**src/rtl/clock_pkg.sv**
```systemverilog
// Shared encodings and field constants for the digital clock timekeeping and display logic.
package clock_pkg;

    // Operating mode, also driven straight out as the 2-bit mode field.
    typedef enum logic [1:0] {
        MODE_RUN     = 2'b00,
        MODE_SET_HR  = 2'b01,
        MODE_SET_MIN = 2'b10
    } mode_e;

    localparam int SEC_MOD  = 60;
    localparam int MIN_MOD  = 60;
    localparam int HR24_MOD = 24;
    localparam int HR12_MOD = 12;

    localparam int SEC_W  = 6;
    localparam int MIN_W  = 6;
    localparam int HR_W   = 5;
    localparam int MODE_W = 2;

endpackage

```
**src/rtl/time_set_ctrl_if.sv**
```systemverilog
// Strobe inputs and time/mode/blank outputs of the timekeeping controller.
interface time_set_ctrl_if;
    import clock_pkg::*;

    logic              tick_1hz;
    logic              btn_mode;
    logic              btn_inc;
    logic [HR_W-1:0]   hours;
    logic [MIN_W-1:0]  minutes;
    logic [SEC_W-1:0]  seconds;
    logic [MODE_W-1:0] mode;
    logic              blank_hr;
    logic              blank_min;

    // Source of strobes, consumer of the time display fields.
    modport master (
        output tick_1hz, btn_mode, btn_inc,
        input  hours, minutes, seconds, mode, blank_hr, blank_min
    );

    // The controller itself.
    modport slave (
        input  tick_1hz, btn_mode, btn_inc,
        output hours, minutes, seconds, mode, blank_hr, blank_min
    );

endinterface

```
**src/rtl/mod_counter.sv**
```systemverilog
// Modulo counter over MIN_VAL..MIN_VAL+MODULO-1 with clear and a same-cycle wrap flag.
module mod_counter #(
    parameter int MODULO  = 60,
    parameter int MIN_VAL = 0,
    parameter int WIDTH   = 6,
    parameter int RST_VAL = 0
) (
    input  logic             clk,
    input  logic             rst,
    input  logic             inc,
    input  logic             clr,
    output logic [WIDTH-1:0] value,
    output logic             wrap
);
    localparam logic [WIDTH-1:0] FIRST = WIDTH'(MIN_VAL);
    localparam logic [WIDTH-1:0] LAST  = WIDTH'(MIN_VAL + MODULO - 1);
    localparam logic [WIDTH-1:0] RST_V = WIDTH'(RST_VAL);

    logic [WIDTH-1:0] value_d, value_q;

    // Wrap is combinational so the caller can chain the carry into the next field on the same edge.
    assign wrap  = inc & (value_q == LAST);
    assign value = value_q;

    // Next value: clear dominates, otherwise step with wrap back to the first value.
    always_comb begin
        value_d = value_q;
        if (clr) begin
            value_d = FIRST;
        end else if (inc) begin
            value_d = (value_q == LAST) ? FIRST : value_q + WIDTH'(1);
        end
    end

    // Counter register.
    always_ff @(posedge clk) begin
        if (rst) begin
            value_q <= RST_V;
        end else begin
            value_q <= value_d;
        end
    end

endmodule

```
**src/rtl/time_set_ctrl.sv**
```systemverilog
// Timekeeping controller: HH:MM:SS advance on the 1 Hz strobe, set-mode FSM, blink and auto-return timeout.
module time_set_ctrl
    import clock_pkg::*;
#(
    parameter bit H12       = 1'b0,
    parameter int TIMEOUT_S = 30
) (
    input  logic            clk,
    input  logic            rst,
    time_set_ctrl_if.slave  bus
);
    localparam int HR_MOD = H12 ? HR12_MOD : HR24_MOD;
    localparam int HR_MIN = H12 ? 1 : 0;
    localparam int HR_RST = H12 ? HR12_MOD : 0;
    localparam int TMO_W  = $clog2(TIMEOUT_S + 1);
    // Count value on which the next set-state tick completes the timeout.
    localparam logic [TMO_W-1:0] TMO_LAST = TMO_W'(TIMEOUT_S - 1);

    mode_e            state_d, state_q;
    logic             blink_d, blink_q;
    logic [TMO_W-1:0] tmo_d, tmo_q;
    logic             blank_hr_d, blank_hr_q;
    logic             blank_min_d, blank_min_q;

    logic             field_inc;
    logic             sec_clr;
    logic             in_run;
    logic             sec_inc, min_inc, hr_inc;
    logic             sec_wrap, min_wrap, hr_wrap_unused;
    logic [SEC_W-1:0] sec_val;
    logic [MIN_W-1:0] min_val;
    logic [HR_W-1:0]  hr_val;

    // Counter enables: time only runs in RUN with carries chained; set states edit one field, no carry.
    assign in_run  = (state_q == MODE_RUN);
    assign sec_inc = in_run & bus.tick_1hz;
    assign min_inc = (in_run & sec_wrap) | (field_inc & (state_q == MODE_SET_MIN));
    assign hr_inc  = (in_run & min_wrap) | (field_inc & (state_q == MODE_SET_HR));

    mod_counter #(.MODULO(SEC_MOD), .MIN_VAL(0), .WIDTH(SEC_W), .RST_VAL(0)) u_sec (
        .clk(clk), .rst(rst), .inc(sec_inc), .clr(sec_clr), .value(sec_val), .wrap(sec_wrap)
    );

    mod_counter #(.MODULO(MIN_MOD), .MIN_VAL(0), .WIDTH(MIN_W), .RST_VAL(0)) u_min (
        .clk(clk), .rst(rst), .inc(min_inc), .clr(1'b0), .value(min_val), .wrap(min_wrap)
    );

    mod_counter #(.MODULO(HR_MOD), .MIN_VAL(HR_MIN), .WIDTH(HR_W), .RST_VAL(HR_RST)) u_hr (
        .clk(clk), .rst(rst), .inc(hr_inc), .clr(1'b0), .value(hr_val), .wrap(hr_wrap_unused)
    );

    // Mode/blink/timeout next state; btn_mode beats btn_inc, which beats tick_1hz in set states.
    always_comb begin
        state_d   = state_q;
        blink_d   = blink_q;
        tmo_d     = tmo_q;
        field_inc = 1'b0;
        sec_clr   = 1'b0;
        case (state_q)
            MODE_RUN: begin
                if (bus.btn_mode) begin
                    state_d = MODE_SET_HR;
                    blink_d = 1'b0;
                    tmo_d   = '0;
                end
            end
            MODE_SET_HR, MODE_SET_MIN: begin
                if (bus.btn_mode) begin
                    state_d = (state_q == MODE_SET_HR) ? MODE_SET_MIN : MODE_RUN;
                    sec_clr = (state_q == MODE_SET_MIN);
                    blink_d = 1'b0;
                    tmo_d   = '0;
                end else if (bus.btn_inc) begin
                    field_inc = 1'b1;
                    blink_d   = 1'b0;
                    tmo_d     = '0;
                end else if (bus.tick_1hz) begin
                    if (tmo_q == TMO_LAST) begin
                        state_d = MODE_RUN;
                        sec_clr = 1'b1;
                        blink_d = 1'b0;
                        tmo_d   = '0;
                    end else begin
                        blink_d = ~blink_q;
                        tmo_d   = tmo_q + TMO_W'(1);
                    end
                end
            end
            default: begin
                state_d = MODE_RUN;
                blink_d = 1'b0;
                tmo_d   = '0;
            end
        endcase
        blank_hr_d  = (state_d == MODE_SET_HR)  & blink_d;
        blank_min_d = (state_d == MODE_SET_MIN) & blink_d;
    end

    // FSM, blink phase, timeout count and registered blank strobes.
    always_ff @(posedge clk) begin
        if (rst) begin
            state_q     <= MODE_RUN;
            blink_q     <= 1'b0;
            tmo_q       <= '0;
            blank_hr_q  <= 1'b0;
            blank_min_q <= 1'b0;
        end else begin
            state_q     <= state_d;
            blink_q     <= blink_d;
            tmo_q       <= tmo_d;
            blank_hr_q  <= blank_hr_d;
            blank_min_q <= blank_min_d;
        end
    end

    assign bus.hours     = hr_val;
    assign bus.minutes   = min_val;
    assign bus.seconds   = sec_val;
    assign bus.mode      = state_q;
    assign bus.blank_hr  = blank_hr_q;
    assign bus.blank_min = blank_min_q;

endmodule

```
**src/flat_wrapper.sv**
```systemverilog
// flat-port wrapper written by rule: the top's interface ports become plain ports
module time_set_ctrl_flat import clock_pkg::*;
#(
    parameter bit H12       = 1'b0,
    parameter int TIMEOUT_S = 30
)
  (clk, rst, bus_tick_1hz, bus_btn_mode, bus_btn_inc, bus_hours, bus_minutes, bus_seconds, bus_mode, bus_blank_hr, bus_blank_min);
  time_set_ctrl_if bus_i ();
  input  logic clk;
  input  logic rst;
  input wire logic [$bits(bus_i.tick_1hz)-1:0] bus_tick_1hz;
  input wire logic [$bits(bus_i.btn_mode)-1:0] bus_btn_mode;
  input wire logic [$bits(bus_i.btn_inc)-1:0] bus_btn_inc;
  output wire logic [$bits(bus_i.hours)-1:0] bus_hours;
  output wire logic [$bits(bus_i.minutes)-1:0] bus_minutes;
  output wire logic [$bits(bus_i.seconds)-1:0] bus_seconds;
  output wire logic [$bits(bus_i.mode)-1:0] bus_mode;
  output wire logic [$bits(bus_i.blank_hr)-1:0] bus_blank_hr;
  output wire logic [$bits(bus_i.blank_min)-1:0] bus_blank_min;
  assign bus_i.tick_1hz = bus_tick_1hz;
  assign bus_i.btn_mode = bus_btn_mode;
  assign bus_i.btn_inc = bus_btn_inc;
  assign bus_hours = bus_i.hours;
  assign bus_minutes = bus_i.minutes;
  assign bus_seconds = bus_i.seconds;
  assign bus_mode = bus_i.mode;
  assign bus_blank_hr = bus_i.blank_hr;
  assign bus_blank_min = bus_i.blank_min;
  time_set_ctrl #(.H12(H12), .TIMEOUT_S(TIMEOUT_S)) u_core (.clk(clk), .rst(rst), .bus(bus_i));
endmodule
```
**config.mk**
```make
export PLATFORM = sky130hd
export DESIGN_NAME = time_set_ctrl_flat
export DESIGN_NICKNAME = d
export VERILOG_FILES = /design/src/rtl/clock_pkg.sv /design/src/rtl/time_set_ctrl_if.sv /design/src/rtl/mod_counter.sv /design/src/rtl/time_set_ctrl.sv /design/src/flat_wrapper.sv
export SDC_FILE = /design/constraint.sdc
export NUM_CORES = 1
export LEC_CHECK = 0
export BUFFER_PORTS_ARGS = -buffer_cell sky130_fd_sc_hd__buf_2
export CAP_MARGIN = 10
export CORE_MARGIN = 2
export CORE_UTILIZATION = 55
export CTS_BUF_LIST = sky130_fd_sc_hd__clkbuf_8 sky130_fd_sc_hd__clkbuf_16
export DETAILED_ROUTE_END_ITERATION = 6
export PLACE_DENSITY = 0.78
export SKIP_CTS_REPAIR_TIMING = 1
export SLEW_MARGIN = 0
export SYNTH_ARGS = -nofsm -noshare
export SYNTH_HDL_FRONTEND = slang
export SYNTH_SLANG_ARGS = --single-unit
```
**constraint.sdc**
```tcl
create_clock -name clk -period 2.05 [get_ports clk]
set_input_delay 0.41 -clock clk [delete_from_list [all_inputs] [get_ports clk]]
set_output_delay 0.41 -clock clk [all_outputs]
set_load 0.005 [all_outputs]
```
== Yosys cells after proc, flatten, opt, wreduce, memory -nomap -nowiden ==
Index checks and enable logic that the tools add are counted.
Word-level totals
  logic and storage cells: 68
  output and inout port bits: 21
  bits of input ports: 5
  register bits after elaboration: 27
Cells by class
  bitwise logic cells: 12
  $add $sub $neg: 4
  equality and inequality tests: 10
  mux-type cells: 30
  reduce and logical (&&, ||, !) cells: 4
Operators with widths (count)
  5-bit 2-to-1 mux: 6
  1-bit 2-to-1 mux: 13
  6-bit by 1-bit adder with 6-bit output (second input constant): 2
  6-bit == test (second input constant): 2
  2-bit 2-to-1 mux: 6
  6-bit 2-to-1 mux: 2
  5-bit by 1-bit adder with 5-bit output (second input constant): 2
  5-bit == test (second input constant): 2
  5-bit one-hot mux with 2 select lines: 1
  1-bit AND: 9
  2-bit by 1-bit == test with 1-bit output (second input constant): 2
  2-bit == test (second input constant): 2
  4-bit inequality test (second input constant): 1
  2-bit one-hot mux with 2 select lines: 1
  2-bit OR reduction: 2
  2-bit logical NOT: 1
  2-bit inequality test (second input constant): 1
  1-bit OR: 2
  1-bit one-hot mux with 2 select lines: 1
  2-bit AND reduction: 1
  1-bit inverter: 1

== Logic depth before layout (Yosys ltp) ==
Gate-level depths: netlist of the first run.
  depth after elaboration: 8
  depth in mapped cells: 7

== Cells and area by module ==
From an unflattened synthesis of the first run, not the netlist that was laid out.
Unflattened totals
  cell total of the unflattened synthesis: 147
  area total of the unflattened synthesis: 1403.8 µm²
By module, submodules not included
  time_set_ctrl: cells each 65, times used 1, area each 618.1 µm²
  mod_counter (u_core.u_min ...): cells each 29, times used 2, area each 280.3 µm²
  mod_counter (u_core.u_hr): cells each 24, times used 1, area each 225.2 µm²

== Worst setup path after synthesis of the first run ==
No wires, ideal clock.
  kind: reg2reg
  start: register u_core.state_q[0], in the netlist u_core.bus.mode[0]
  end: register u_core.blank_hr_q, in the netlist u_core.bus.blank_hr
  stages on the path, launching flop included: 8
  setup time: 61 ps
  data arrival time: 1846 ps
  data required time: 1989 ps
  buffers on the path: 0
  slack: 143 ps
  cell sequence: dfxtp_1 -> inv_1 -> ha_1 -> nand2b_4 -> or4b_4 -> o22a_1 -> inv_2 -> and4_1
On the way
  longest elaborated chain between the ends: 7
  elaborated cells between the ends (all ways): 14
  those cells by class: 3 x eq/ne; 8 x mux; 1 x bitwise; 2 x reduce/logical
RTL lines
  from (decl): line time_set_ctrl.sv:19  | mode_e state_d, state_q;
  from (signal assigned): line time_set_ctrl.sv:108  | state_q <= state_d;
  2-bit 2-to-1 mux: line time_set_ctrl.sv:78  | if (tmo_q == TMO_LAST) begin
  2-bit 2-to-1 mux: line time_set_ctrl.sv:77  | end else if (bus.tick_1hz) begin
  2-bit 2-to-1 mux: line time_set_ctrl.sv:73  | end else if (bus.btn_inc) begin
  2-bit 2-to-1 mux: line time_set_ctrl.sv:68  | if (bus.btn_mode) begin
  2-bit one-hot mux with 2 select lines: line time_set_ctrl.sv:59  | case (state_q)
  2-bit by 1-bit == test with 1-bit output: line time_set_ctrl.sv:95  | blank_hr_d = (state_d == MODE_SET_HR) & blink_d;
  1-bit AND *: line time_set_ctrl.sv:95
  to (signal assigned): line time_set_ctrl.sv:111  | blank_hr_q <= blank_hr_d;
  to (decl): line time_set_ctrl.sv:22  | logic blank_hr_d, blank_hr_q;
Every way passes the cells marked *; elsewhere a longest branch is shown, timed or not.
A chain may end at the register's enable or synchronous reset.

== Worst setup path after layout of the first run ==
Ends and elaborated chain as after synthesis.

==> metrics.csv, run 1 <==
stage;metric;value;unit
power;p_int;0.710;mW
placement;io_buffers;25;
setup_path;cp.arrival;2.17;ns
synthesis;syn_area;1510;sq um
min_path;min_path_type;in -> reg;
routing;ant_nets;0;
power;p_leak;0.701;nW
flow_run;maxCapViolations;0;
setup_path;crit_path_start_kind;flip-flop;
synthesis;synth_largest_area_cell;dfxtp_1;
placement;globalplace.congestion;0.756;
sta;final-max-slew-violation-count;0;
grt;antenna_found_initial;0;
layout;design_area;1720;sq um
setup_path;r2r_slack;0.09;ns
placement;placed_area;1670;sq um
die;die_area;3170;sq um
run_status;outcome;finished, final reports clean;
layout;area_delta_synth_final;14.0;%
clock_tree;h-tree-depth;1;
clock_tree;clock_path_buffers;2;
setup_path;ff2ff_path_depth;7;
power;ir_drop;503;uV
power;seq_power_share;58.1;%
setup_path;r2r_end;u_core.bus.blank_hr;
routing;drc_errors;0;
sta;clock_skew;0.00173;ns
power;pwr-share-comb;10.9;%
die;die_h;56.3;um
setup_path;critPathMaxStageDelay;0.49;ns
sta;period_share;95.5;%
synthesis;synth_nets;188;
routing;drtIter0Drc;52;
synthesis;yosys.area.top_type_share;35.9;%
synthesis;ys_ff_latch;27;
grt;grt_usage;20.5;%
clock_tree;cts_tree;built;
setup_path;worstPathMaxFanout;7;
sta;max_freq;0.511;GHz
layout;diodes;0;
sta;rsz0062_at_grt;no;
grt;grt_pass1_wl;5.45;mm
layout;fill_cells;221;
clock_tree;clkSinkCount;27;
sta;finalSetupViolCount;0;
power;swShare;24.1;%
grt;grt-ovfl-total;0;
sta;maxSlewHeadroom;71.2;%
placement;hpwlAfterDp;2.34;mm
layout;drive_gt1_share;21.9;%
synthesis;yosys_warnings;0;
die;coreArea;2540;sq um
routing;first_pass_iters;4;
synthesis;synth-seq-area-share;35.9;%
clock_tree;clk_pin_slew;0.09;ns
sta;worst_pin_slew;0.432;ns
synthesis;synth_cell_type_count;48;
setup_path;startpoint;u_core.bus.mode[0];
synthesis;syn_inst;174;
setup_path;path_cells;inv_1 -> ha_2 -> nand2b_4 -> or4b_4 -> o22a_1 -> inv_2 -> and4_1;
die;rows;18;
routing;avgRoutedWirePerCell;13.9;um
grt;grt_pass1_vias;1236;
power;p_sw;0.226;mW
clock_tree;numCtsBuffers;3;
setup_path;cp-end-kind;flip-flop;
die;start_util;59.2;%
clock_tree;clock-root-buffer;clkbuf_8;
synthesis;synth_edf_count;0;
setup_path;critPathSlowestCell;or4b_4;
setup_path;critical_path_class;reg -> reg;
die;io_pins;26;
sta;hold_viol_final;0;
sta;min_period;1.96;ns
setup_path;reg2reg_from;u_core.bus.mode[0];
routing;via_count;1389;
power;clockPowerShare;31.0;%
synthesis;ys.flop_type;dfxtp_1;
grt;grt_start_max_net_pins;21;
synthesis;syn_avg_cell_area;8.66;sq um
die;die_w;56.3;um
synthesis;synthArstFlopShare;0;%
layout;finalNetCount;216;
setup_path;crit_required;2.26;ns
sta;tns;0;ns
synthesis;synth_area_leaders;dfxtp_1, ha_1, a21oi_1, nand2_1, nand3_1;
routing;drt-vias-per-instance;6.01;
clock_tree;insertion_delay;0.26;ns
setup_path;crit_path_end;u_core.bus.blank_hr;
routing;wirelength;3.20;mm
power;power_density;545;nW/um^2
[critical path, delay by kind of cell (launching register included)]
family | cells | cell delay [ns]
compound gates | 1 | 0.25
buf+inv | 2 | 0.14
simple gates | 3 | 0.76
flops | 1 | 0.38
fa+ha+maj | 1 | 0.39
[registers in the layout, indices dropped and copies added, names as in the netlist]
name                  count
u_core.u_min.value        6
u_core.bus.blank_min      1
u_core.tmo_q              5
u_core.u_hr.value         5
u_core.u_sec.value        6
u_core.bus.blank_hr       1
u_core.bus.mode           2
u_core.blink_q            1
[cells by family (layout without fill, tap and decap cells)]
family	Yosys count	count (layout)	share of synthesized area, %
muxes	5	5	3.41
and+or+nand+nor	69	69	26.5
xor gates and xnor gates	3	3	1.74
adders and majority gates	9	9	7.48
DFF	27	27	35.9
AOI/OAI and AO/OA	49	49	21.8
buffers and inverters	12	39	3.16
[cells in the final DEF (no fill, tap or decap), types with 3 or more instances in the layout]
| master | synthesis | routed |
|---|---|---|
| or3_1 | 4 | 4 |
| a21boi_0 | 3 | 3 |
| nand2_1 | 17 | 17 |
| a21oi_1 | 15 | 15 |
| nand4_1 | 3 | 3 |
| o21ai_0 | 8 | 8 |
| inv_1 | 7 | 8 |
| mux2i_1 | 4 | 4 |
| nor2b_1 | 3 | 3 |
| nor3_1 | 3 | 3 |
| o31ai_1 | 4 | 4 |
| o22a_1 | 3 | 3 |
| dfxtp_1 | 27 | 25 |
| nand3_1 | 9 | 9 |
| buf_2 | 2 | 25 |
| ha_1 | 9 | 8 |
| nor2_1 | 8 | 8 |
| clkbuf_8 | 0 | 3 |
| nand2b_1 | 5 | 5 |
[worst min path at each step]
stage | start | cells after the start | end
after detailed placement | u_core.u_sec.value[1] | 2 | u_core.u_sec.value[1]
after global routing | bus_tick_1hz | 3 | u_core.u_sec.value[1]
after floorplan | u_core.tmo_q[4] | 2 | u_core.tmo_q[4]
final | bus_tick_1hz | 3 | u_core.u_sec.value[1]
after CTS | bus_tick_1hz | 3 | u_core.u_sec.value[1]
after global placement | u_core.tmo_q[4] | 2 | u_core.tmo_q[4]
[cells in the mapped netlist (all sizes together), types with 2 or more instances]
cell type / number
a31oi: 2
o21bai: 2
nand2b: 6
a21oi: 15
and4: 2
a211o: 2
nor2: 8
mux2i: 4
nand3: 10
and4b: 2
nand2: 17
a21boi: 3
or4: 2
o21a: 2
nand4: 3
nor3b: 2
dfxtp: 27
a211oi: 2
o31ai: 4
buf: 2
or3: 5
ha: 9
nor2b: 3
xnor2: 2
inv: 8
o21ai: 8
and2: 2
clkbuf: 2
o22a: 3
nor3: 3
[power groups by stage]
stage               logic [mW]  registers (mW)  clock network, mW
floorplan               0.0676           0.555                  0
global placement        0.0964           0.554                  0
detailed placement      0.0990           0.556                  0
CTS                     0.0998           0.543              0.297
global route             0.114           0.546              0.320
finish                   0.102           0.544              0.290
[through the flow]
stage               hold slack (ns)  util, %  instances  setup slack (ns)  total power [mW]
floorplan                     0.453        -        174             0.143             0.623
global placement              0.466     65.5        227             0.114             0.651
detailed placement            0.481     65.5        227            0.0161             0.655
CTS                           0.460     67.3        231          -0.00950             0.940
global route                  0.486     67.5        231           0.00324             0.979
finish                        0.474     67.5        231            0.0917             0.936
[layout make-up]
cell class	instances	area, sq um	area share [%]
clock buffers	3	41.3	2.41
clock inverters	1	3.75	0.219
multi-input cells	135	921	53.6
inverters	8	30.0	1.75
well taps	30	37.5	2.19
flip-flops and latches	27	543	31.6
repair buffers	27	140	8.16
[routing by layer]
metal / track usage, % / routed length, um
met5: 0 / 0
met4: 2.04 / 10
met3: 3.00 / 94
met1: 28.0 / 1540
met2: 35.6 / 1560
No activity file was read; power rests on OpenSTA's default activity.
==> inputs of run 2 (changes only) <==
CORE_UTILIZATION = 49   (was 55)
PLACE_DENSITY = 0.74   (was 0.78)
clock period = 1.6 ns   (was 2.05 ns; I/O delays follow)
==> run 2 against run 1 <==
Effect of this change:
- global-route usage up 0.78 points
- critical endpoint unchanged
- the flow now finishes with violations (negative setup slack)
- register-to-register slack got worse by 0.27 ns
- largest power group unchanged
- worst setup slack got worse by 0.27 ns
==> metrics.csv, run 2 (synthesis gave the netlist of run 1 again) <==
stage;metric;value;unit;change
routing;first_pass_iters;4;;unchanged
grt;grt-ovfl-total;0;;unchanged
routing;wirelength;3.68;mm;was 3.20 mm
flow_run;maxCapViolations;0;;unchanged
sta;max_freq;0.562;GHz;was 0.511 GHz
die;die_w;59.4;um;was 56.3 um
min_path;hold_start;bus_tick_1hz;;unchanged
die;die_h;59.4;um;was 56.3 um
placement;preCtsSetupSlack;-0.160;ns;was 0.0161 ns
setup_path;worstPathMaxFanout;5;;was 7
power;ir_drop;680;uV;was 503 uV
min_path;min_to;u_core.u_sec.value[1];;unchanged
setup_path;critical_path_class;reg -> reg;;unchanged
die;coreArea;2980;sq um;was 2540 sq um
sta;finalSetupViolCount;11;;was 0
grt;use_met2;38.8;%;was 35.6%
routing;drt-vias-per-instance;5.70;;was 6.01
die;start_util;50.6;%;was 59.2%
layout;drive_gt1_share;41.7;%;was 21.9%
grt;use_met1;26.1;%;was 28.0%
routing;via_count;1499;;was 1389
setup_path;ff2ff_path_depth;7;;unchanged
setup_path;cp-end-kind;flip-flop;;unchanged
layout;final_cell_mix;buf_4, buf_2, dfxtp_1, nand2_1;;was buf_2, dfxtp_1, nand2_1, a21oi_1, nand3_1
run_status;violations;negative setup slack;;
sta;worst_pin_slew;0.266;ns;was 0.432 ns
sta;hold_viol_final;0;;unchanged
min_path;hold_depth;3;;unchanged
setup_path;r2r_slack;-0.18;ns;was 0.09 ns
layout;fill_cells;244;;was 221
sta;min_period;1.78;ns;was 1.96 ns
grt;grt_start_max_net_pins;18;;was 21
grt;antenna_found_initial;0;;unchanged
layout;final_common_cell;buf_4;;
layout;diodes;0;;unchanged
run_status;outcome;complete, but fails checks;;was finished, final reports clean
sta;holdWs;0.392;ns;was 0.474 ns
routing;drtIter0Drc;52;;unchanged
die;io_pins;26;;unchanged
routing;drc_errors;0;;unchanged
clock_tree;clock_path_buffers;2;;unchanged
clock_tree;clkSinkCount;27;;unchanged
clock_tree;insertion_delay;0.27;ns;was 0.26 ns
clock_tree;cts_tree;built;;unchanged
grt;grt_usage;21.3;%;was 20.5%
grt;grt_pass1_wl;5.83;mm;was 5.45 mm
grt;gr-max-usage-layer;met2;;unchanged
layout;area_delta_synth_final;36.1;%;was 14.0%
sta;setup_slack;-0.180;ns;was 0.0917 ns
min_path;min_path_type;in -> reg;;unchanged
setup_path;crit_path_start_kind;flip-flop;;unchanged
clock_tree;numCtsBuffers;3;;unchanged
power;power_density;623;nW/um^2;was 545 nW/um^2
grt;grt_pass1_vias;1368;;was 1236
layout;finalNetCount;245;;was 216
clock_tree;h-tree-depth;1;;unchanged
clock_tree;clk_pin_slew;0.10;ns;was 0.09 ns
power;p_leak;0.890;nW;was 0.701 nW
sta;maxSlewHeadroom;82.1;%;was 71.2%
placement;globalplace.congestion;0.851;;was 0.756
sta;rsz0062_at_grt;yes;;was no
setup_path;crit_required;1.82;ns;was 2.26 ns
sta;final-max-slew-violation-count;0;;unchanged
die;rows;20;;was 18
placement;io_buffers;25;;unchanged
routing;avgRoutedWirePerCell;14.0;um;was 13.9 um
placement;hpwlAfterDp;2.88;mm;was 2.34 mm
routing;ant_nets;0;;unchanged
sta;tns;-1.08;ns;was 0 ns
setup_path;cp.arrival;2.00;ns;was 2.17 ns
die;die_area;3530;sq um;was 3170 sq um
layout;fin_util;68.9;%;was 67.5%
sta;period_share;111;%;was 95.5%
setup_path;reg2reg_from;u_core.bus.mode[0];;unchanged
grt;met3_usage;2.40;%;was 3.00%
setup_path;r2r_end;u_core.bus.blank_hr;;unchanged
sta;clock_skew;0.00262;ns;was 0.00173 ns
clock_tree;clock-root-buffer;clkbuf_8;;unchanged
[run 2: worst max-delay path by stage]
stage | startpoint | endpoint | slack [ns] | cells past startpoint
final | u_core.bus.mode[0] | u_core.bus.blank_hr | -0.18 | 7
after floorplan | u_core.bus.mode[0] | u_core.bus.blank_hr | -0.14 | 7
after global routing | u_core.tmo_q[1] | u_core.bus.blank_hr | -0.24 | 7
after CTS | u_core.bus.mode[0] | u_core.bus.blank_hr | -0.19 | 7
after global placement | u_core.tmo_q[1] | u_core.bus.blank_hr | -0.10 | 7
after detailed placement | u_core.tmo_q[1] | u_core.bus.blank_hr | -0.16 | 7
[run 2: power breakdown]
part           total, mW  internal (mW)  switching, mW
combinational      0.194         0.0955         0.0980
sequential         0.691          0.684        0.00685
clock              0.393          0.174          0.219
total               1.28          0.954          0.324
[run 2: metal layers]
| layer | share of wire (%) | vias up | routed length (um) |
|---|---|---|---|
| li1 | - | 752 | - |
| met1 | 44 | 715 | 1620 |
| met2 | 52 | 26 | 1910 |
| met3 | 2.4 | 6 | 90 |
| met4 | 1.5 | 0 | 57 |
| met5 | 0 | - | 0 |
[run 2: final cells by class]
type | count | area, sq um | area share, %
Multi-Input combinational cell | 135 | 1030 | 50.1
Sequential cell | 27 | 544 | 26.5
Timing Repair Buffer | 56 | 362 | 17.6
Clock buffer | 3 | 41.3 | 2.01
Tap cell | 33 | 41.3 | 2.01
Inverter | 8 | 30.0 | 1.46
Clock inverter | 1 | 5.00 | 0.244
[run 2: critical path, cell delays in order, from the launching register on]
cell	delay, ns
dfxtp_2	0.36
inv_2	0.05
ha_4	0.29
nand2b_4	0.07
or4b_4	0.49
o22a_1	0.23
inv_2	0.06
and4_1	0.18
[run 2: per-stage QoR]
step	instance area, sq um	total power [mW]	cells
floorplan	1560	0.806	174
global placement	1920	0.878	257
detailed placement	1920	0.884	257
CTS	1960	1.27	261
global route	2050	1.32	263
finish	2050	1.28	263
